<file path="src/rtl/fpu_mult_arb_if.sv">
// fpu_mult_arb_if: requester, response and shared-multiplier signal bundle
interface fpu_mult_arb_if;
    logic [1:0]  req_valid;
    logic [1:0]  req_ready;
    logic [63:0] req_a;
    logic [63:0] req_b;
    logic [1:0]  rsp_valid;
    logic [1:0]  rsp_ready;
    logic [31:0] rsp_result;
    logic        mul_en;
    logic [31:0] mul_a;
    logic [31:0] mul_b;
    logic [31:0] mul_result;
    modport master (
        output req_valid, req_a, req_b, rsp_ready, mul_result,
        input  req_ready, rsp_valid, rsp_result, mul_en, mul_a, mul_b
    );
    modport slave (
        input  req_valid, req_a, req_b, rsp_ready, mul_result,
        output req_ready, rsp_valid, rsp_result, mul_en, mul_a, mul_b
    );
endinterface

</file>
<file path="src/rtl/fpu_mult_arb.sv">
// fpu_mult_arb: two-requester round-robin arbiter in front of one shared FP multiplier
module fpu_mult_arb #(
    parameter int LAT = 1
) (
    input  logic          clk,
    input  logic          rst_n,
    fpu_mult_arb_if.slave bus,
    output logic          busy,
    output logic [15:0]   op_count
);
    typedef enum logic [1:0] {IDLE, WAIT, RESP} state_t;
    state_t      state_q, state_d;
    logic [3:0]  cnt_q, cnt_d;
    logic        gnt_q, gnt_d;
    logic        prio_q, prio_d;
    logic [31:0] a_q, a_d;
    logic [31:0] b_q, b_d;
    logic [31:0] res_q, res_d;
    logic [15:0] ops_q, ops_d;
    logic        g;
    assign g = (bus.req_valid == 2'b11) ? prio_q : bus.req_valid[1];
    assign bus.req_ready = (state_q == IDLE && rst_n && |bus.req_valid) ? (g ? 2'b10 : 2'b01) : 2'b00;
    assign bus.rsp_valid = (state_q == RESP) ? (gnt_q ? 2'b10 : 2'b01) : 2'b00;
    assign bus.rsp_result = res_q;
    assign bus.mul_en = state_q == WAIT;
    assign bus.mul_a = a_q;
    assign bus.mul_b = b_q;
    assign busy = state_q != IDLE;
    assign op_count = ops_q;
    // Next state: accept in IDLE, count down latency in WAIT, hand off in RESP
    always_comb begin
        state_d = state_q;
        cnt_d   = cnt_q;
        gnt_d   = gnt_q;
        prio_d  = prio_q;
        a_d     = a_q;
        b_d     = b_q;
        res_d   = res_q;
        ops_d   = ops_q;
        case (state_q)
            IDLE: if (|bus.req_valid) begin
                a_d     = g ? bus.req_a[63:32] : bus.req_a[31:0];
                b_d     = g ? bus.req_b[63:32] : bus.req_b[31:0];
                gnt_d   = g;
                cnt_d   = 4'(LAT);
                state_d = WAIT;
            end
            WAIT: if (cnt_q == 4'd0) begin
                res_d   = bus.mul_result;
                state_d = RESP;
            end else begin
                cnt_d   = cnt_q - 4'd1;
            end
            RESP: if (bus.rsp_ready[gnt_q]) begin
                prio_d  = ~gnt_q;
                ops_d   = &ops_q ? ops_q : ops_q + 16'd1;
                state_d = IDLE;
            end
            default: state_d = IDLE;
        endcase
    end
    // State register with synchronous active-low reset discarding any in-flight op
    always_ff @(posedge clk) begin
        if (!rst_n) begin
            state_q <= IDLE;
            cnt_q   <= 4'd0;
            gnt_q   <= 1'b0;
            prio_q  <= 1'b0;
            a_q     <= 32'd0;
            b_q     <= 32'd0;
            res_q   <= 32'd0;
            ops_q   <= 16'd0;
        end else begin
            state_q <= state_d;
            cnt_q   <= cnt_d;
            gnt_q   <= gnt_d;
            prio_q  <= prio_d;
            a_q     <= a_d;
            b_q     <= b_d;
            res_q   <= res_d;
            ops_q   <= ops_d;
        end
    end
endmodule
</file>
<file path="src/flat_wrapper.sv">
// flat-port wrapper written by rule: the top's interface ports become plain ports
module fpu_mult_arb_flat 
#(
    parameter int LAT = 1
)
  (clk, rst_n, busy, op_count, bus_req_valid, bus_req_a, bus_req_b, bus_rsp_ready, bus_mul_result, bus_req_ready, bus_rsp_valid, bus_rsp_result, bus_mul_en, bus_mul_a, bus_mul_b);
  fpu_mult_arb_if bus_i ();
  input  logic clk;
  input  logic rst_n;
  output logic busy;
  output logic [15:0] op_count;
  input wire logic [$bits(bus_i.req_valid)-1:0] bus_req_valid;
  input wire logic [$bits(bus_i.req_a)-1:0] bus_req_a;
  input wire logic [$bits(bus_i.req_b)-1:0] bus_req_b;
  input wire logic [$bits(bus_i.rsp_ready)-1:0] bus_rsp_ready;
  input wire logic [$bits(bus_i.mul_result)-1:0] bus_mul_result;
  output wire logic [$bits(bus_i.req_ready)-1:0] bus_req_ready;
  output wire logic [$bits(bus_i.rsp_valid)-1:0] bus_rsp_valid;
  output wire logic [$bits(bus_i.rsp_result)-1:0] bus_rsp_result;
  output wire logic [$bits(bus_i.mul_en)-1:0] bus_mul_en;
  output wire logic [$bits(bus_i.mul_a)-1:0] bus_mul_a;
  output wire logic [$bits(bus_i.mul_b)-1:0] bus_mul_b;
  assign bus_i.req_valid = bus_req_valid;
  assign bus_i.req_a = bus_req_a;
  assign bus_i.req_b = bus_req_b;
  assign bus_i.rsp_ready = bus_rsp_ready;
  assign bus_i.mul_result = bus_mul_result;
  assign bus_req_ready = bus_i.req_ready;
  assign bus_rsp_valid = bus_i.rsp_valid;
  assign bus_rsp_result = bus_i.rsp_result;
  assign bus_mul_en = bus_i.mul_en;
  assign bus_mul_a = bus_i.mul_a;
  assign bus_mul_b = bus_i.mul_b;
  fpu_mult_arb #(.LAT(LAT)) u_core (.clk(clk), .rst_n(rst_n), .bus(bus_i), .busy(busy), .op_count(op_count));
endmodule
</file>
<file path="config.mk">
export PLATFORM = sky130hd
export DESIGN_NAME = fpu_mult_arb_flat
export DESIGN_NICKNAME = d
export VERILOG_FILES = /design/src/rtl/fpu_mult_arb_if.sv /design/src/rtl/fpu_mult_arb.sv /design/src/flat_wrapper.sv
export SDC_FILE = /design/constraint.sdc
export NUM_CORES = 1
export LEC_CHECK = 0
export ABC_CLOCK_PERIOD_IN_PS = 4100
export CORE_MARGIN = 2
export CORE_UTILIZATION = 42
export DETAILED_ROUTE_END_ITERATION = 7
export GPL_TIMING_DRIVEN = 1
export PLACE_DENSITY = 0.83
export SLEW_MARGIN = 10
export SYNTH_ARGS = -nofsm -noshare
export SYNTH_HDL_FRONTEND = slang
export SYNTH_SLANG_ARGS = --single-unit
export TNS_END_PERCENT = 100
</file>
<file path="constraint.sdc">
create_clock -name clk -period 4.1 [get_ports clk]
set_input_delay 0.615 -clock clk [delete_from_list [all_inputs] [get_ports clk]]
set_output_delay 0.615 -clock clk [all_outputs]
set_load 0.01 [all_outputs]
</file>
==> reports/metrics.csv <==
stage,metric,value,unit
power_and_ir_drop,Clock power frac,38.7,%
synth,YS warnings,0,
min_path,hold path depth,2,
sta,final setup violation count,0,
sta,Slew @ Worst Pin,1110,ps
synth,Netlist cell types,43,
worst_setup_path,CP arrival,2320,ps
finish,FF+latch area,2400,um2
sta,fmax,341,MHz
synth,Synth Flop Type,dfxtp_1,
synth,most frequent cell after synthesis,dfxtp_1,
global_routing,largest net degree at the start of global routing,107,
sta,Fin Clk Skew,5.75,ps
clock_tree,CTS root buffer,clkbuf_16,
floorplanning,Initial Util,42.9,%
power_and_ir_drop,Comb pwr share,25.5,%
outcome,status,completed,
floorplanning,row cnt,40,
synth,cell taking the most area after synthesis,dfxtp_1,
worst_setup_path,RR Endpoint,u_core.bus.mul_a[18],
clock_tree,Post-CTS Setup Bufs,0,
sta,crit path time final,2940,ps
global_routing,first-pass GRT wire length,24.7,mm
finish,fillers,870,
min_path,Min-Delay Path Class,reg2reg,
synth,Mapped Cells,579,
synth,#FFs+latches synth,120,
sta,period utilisation layout,71.6,%
clock_tree,"CTS clk-pin slew, worst paths",50,ps
sta,Worst slew margin,25.9,%
power_and_ir_drop,Internal,2.86,mW
worst_setup_path,WS Path Type,in2out,
clock_tree,CTS max path bufs,2,
worst_setup_path,crit path launch type,input port,
worst_setup_path,reg2reg start,u_core.state_q[1],
worst_setup_path,"reg-to-reg slack, setup",1650,ps
synth,post-synthesis sequential area ratio,46.7,%
floorplanning,die extent in x,115,um
clock_tree,Clock Sinks,120,
finish,antenna cells,0,
floorplanning,io pins,284,
power_and_ir_drop,Psw,1.04,mW
synth,Mean Syn Cell Area,8.89,um2
power_and_ir_drop,Switching Share,26.6,%
synth,post-synth top area share,46.7,%
drt,DRC viols,0,
worst_setup_path,Worst EP required,3480,ps
finish,Final nets,1010,
finish,share of cells above drive strength 1,5.85,%
sta,Sum Neg Setup Slack,0,ps
drt,vias per cell,5.13,
drt,First-pass DRT Iterations,7,
sta,final max-slew violation count,0,
placed_design,dpl hpwl,11.5,mm
drt,Starting DRT DRC Count,292,
synth,list of most frequent post-synthesis cells,"dfxtp_1, nand2_1, mux2i_1",
clock_tree,total CTS buffers,17,
synth,Post-synth EDFFs,0,
power_and_ir_drop,maximum vdd drop,0.258,mV
sta,RSZ-0062 raised after global routing,no,
clock_tree,CTS tree,yes,
drt,Detailed Route WL,15.7,mm
placed_design,GPL Wtd Cong,0.798,
finish,Area Overhead vs Synth,68.1,%
drt,ANT nets after route,0,
placed_design,Port Buffers,283,
placed_design,placed cell area,8040,um2
finish,Multi-input gate area,2540,um2
finish,final instance area,8650,um2
global_routing,initial antenna violation count,0,
synth,Post-Syn Area,5150,um2
min_path,worst hold endpoint,u_core.bus.rsp_result[24],
global_routing,vias in the first global route,5091,
power_and_ir_drop,Flop pwr share,35.8,%
min_path,HP Start,u_core.bus.rsp_result[24],
global_routing,All-Layer GR Usage,23.8,%
worst_setup_path,"Max FO, Critical Path",5,
job,number of max-cap violations,0,
synth,Synth async-reset ratio,0,%
sta,final hold violation count,0,
clock_tree,clk_lat worst skew,410,ps
floorplanning,height of the die,115,um
synth,syn nets,747,
worst_setup_path,R2R cell count,6,
global_routing,grt ovf,0,
floorplanning,Core ar.,12000,um2
power_and_ir_drop,P_leak,3.43,nW
floorplanning,die area,13200,um2
worst_setup_path,Crit. End Element,output pin,
power_and_ir_drop,P per Cell Area,451,nW/um2
synth,synth top area cells,"dfxtp_1, mux2i_1, a211oi_1",
drt,Routed WL per cell,15.7,um
drt,DR vias,5136,
clock_tree,hold_buf cts,0,
clock_tree,Resized cells post-CTS,0,
clock_tree,H-tree Lvls,4,
## cell usage in the layout (no fill, tap or decap), types with 3 or more instances in the layout
cell	count
clkdlybuf4s50_1	283
dfxtp_1	120
nand2_1	84
mux2i_1	74
nor2_1	71
a211oi_1	68
a21oi_1	41
clkbuf_16	17
nand3_1	9
inv_1	8
nand2b_1	8
clkinv_2	7
or2_2	4
nor4_1	4
clkbuf_8	4
buf_4	4
and3_1	3
o21ai_0	3
o31ai_1	3
or4_1	3
bufinv_16	3
## per-stage QoR
stage	total power, mW	setup WS (ps)	cells	util, %	hold slack (ps)
detailed placement	2.41	1170	970	66.9	447
CTS	3.93	1160	1002	72.0	454
global route	4.08	1100	1002	72.0	470
global placement	2.38	1190	970	66.9	441
floorplan	1.87	1920	579	-	461
finish	3.90	1160	1002	72.0	452
## per-layer routing
layer / track usage [%] / vias up / share of wire, % / wire (um)
met5: 0 / - / 0 / 0
met4: 10.9 / 0 / 2.8 / 442
met3: 9.79 / 33 / 8.6 / 1360
met2: 43.1 / 181 / 51 / 8030
met1: 23.9 / 2345 / 37 / 5880
li1: - / 2577 / - / -
## power groups by stage
stage,logic (mW),clock network [mW],registers [mW]
floorplan,0.391,0,1.48
global placement,0.971,0,1.41
detailed placement,0.993,0,1.42
CTS,1.00,1.53,1.40
global route,1.08,1.59,1.41
finish,0.993,1.51,1.40
## how the worst max path moves through the flow
stage	slack (ps)	endpoint	start
after floorplan	1920	bus_req_ready[0]	bus_req_valid[0]
after global placement	1190	bus_req_ready[1]	bus_req_valid[1]
after detailed placement	1170	u_core.bus.mul_a[18]	bus_req_valid[1]
after CTS	1160	bus_req_ready[1]	bus_req_valid[1]
after global routing	1100	bus_req_ready[1]	bus_req_valid[1]
final	1160	bus_req_ready[1]	bus_req_valid[1]
## logic make-up (layout without fill, tap and decap cells)
family	after synthesis	count (layout)	share of synthesized area [%]
AO/OA/AOI/OAI	122	122	15.8
XOR/XNOR	2	2	0.340
adder cells (fa/ha/maj)	2	2	0.486
buffers and inverters	53	329	4.45
flip-flops	120	120	46.7
multiplexers	75	75	14.6
AND/OR/NAND/NOR	205	205	17.7
## area by class of cell
class                   instances  area share (%)
repair buffers                288            33.3
multi-input cells             406            29.4
clock buffers                  23            5.64
clock inverters                 9            1.39
well taps                     147            2.13
flip-flops and latches        120            27.8
inverters                       9           0.405
## worst max-delay path, stage by stage
cell	delay, ps
clkdlybuf4s50_1	550
nor2_1	110
or2_2	340
nor3_1	140
clkdlybuf4s50_1	560
## registers in the layout (all words and copies together), names as in the netlist
register	flops
u_core.bus.mul_a	32
u_core.prio_q	1
u_core.op_count	16
u_core.bus.rsp_result	32
u_core.state_q	2
u_core.cnt_q	4
u_core.bus.mul_b	32
u_core.gnt_q	1
Power figures use the tool's default switching activity.
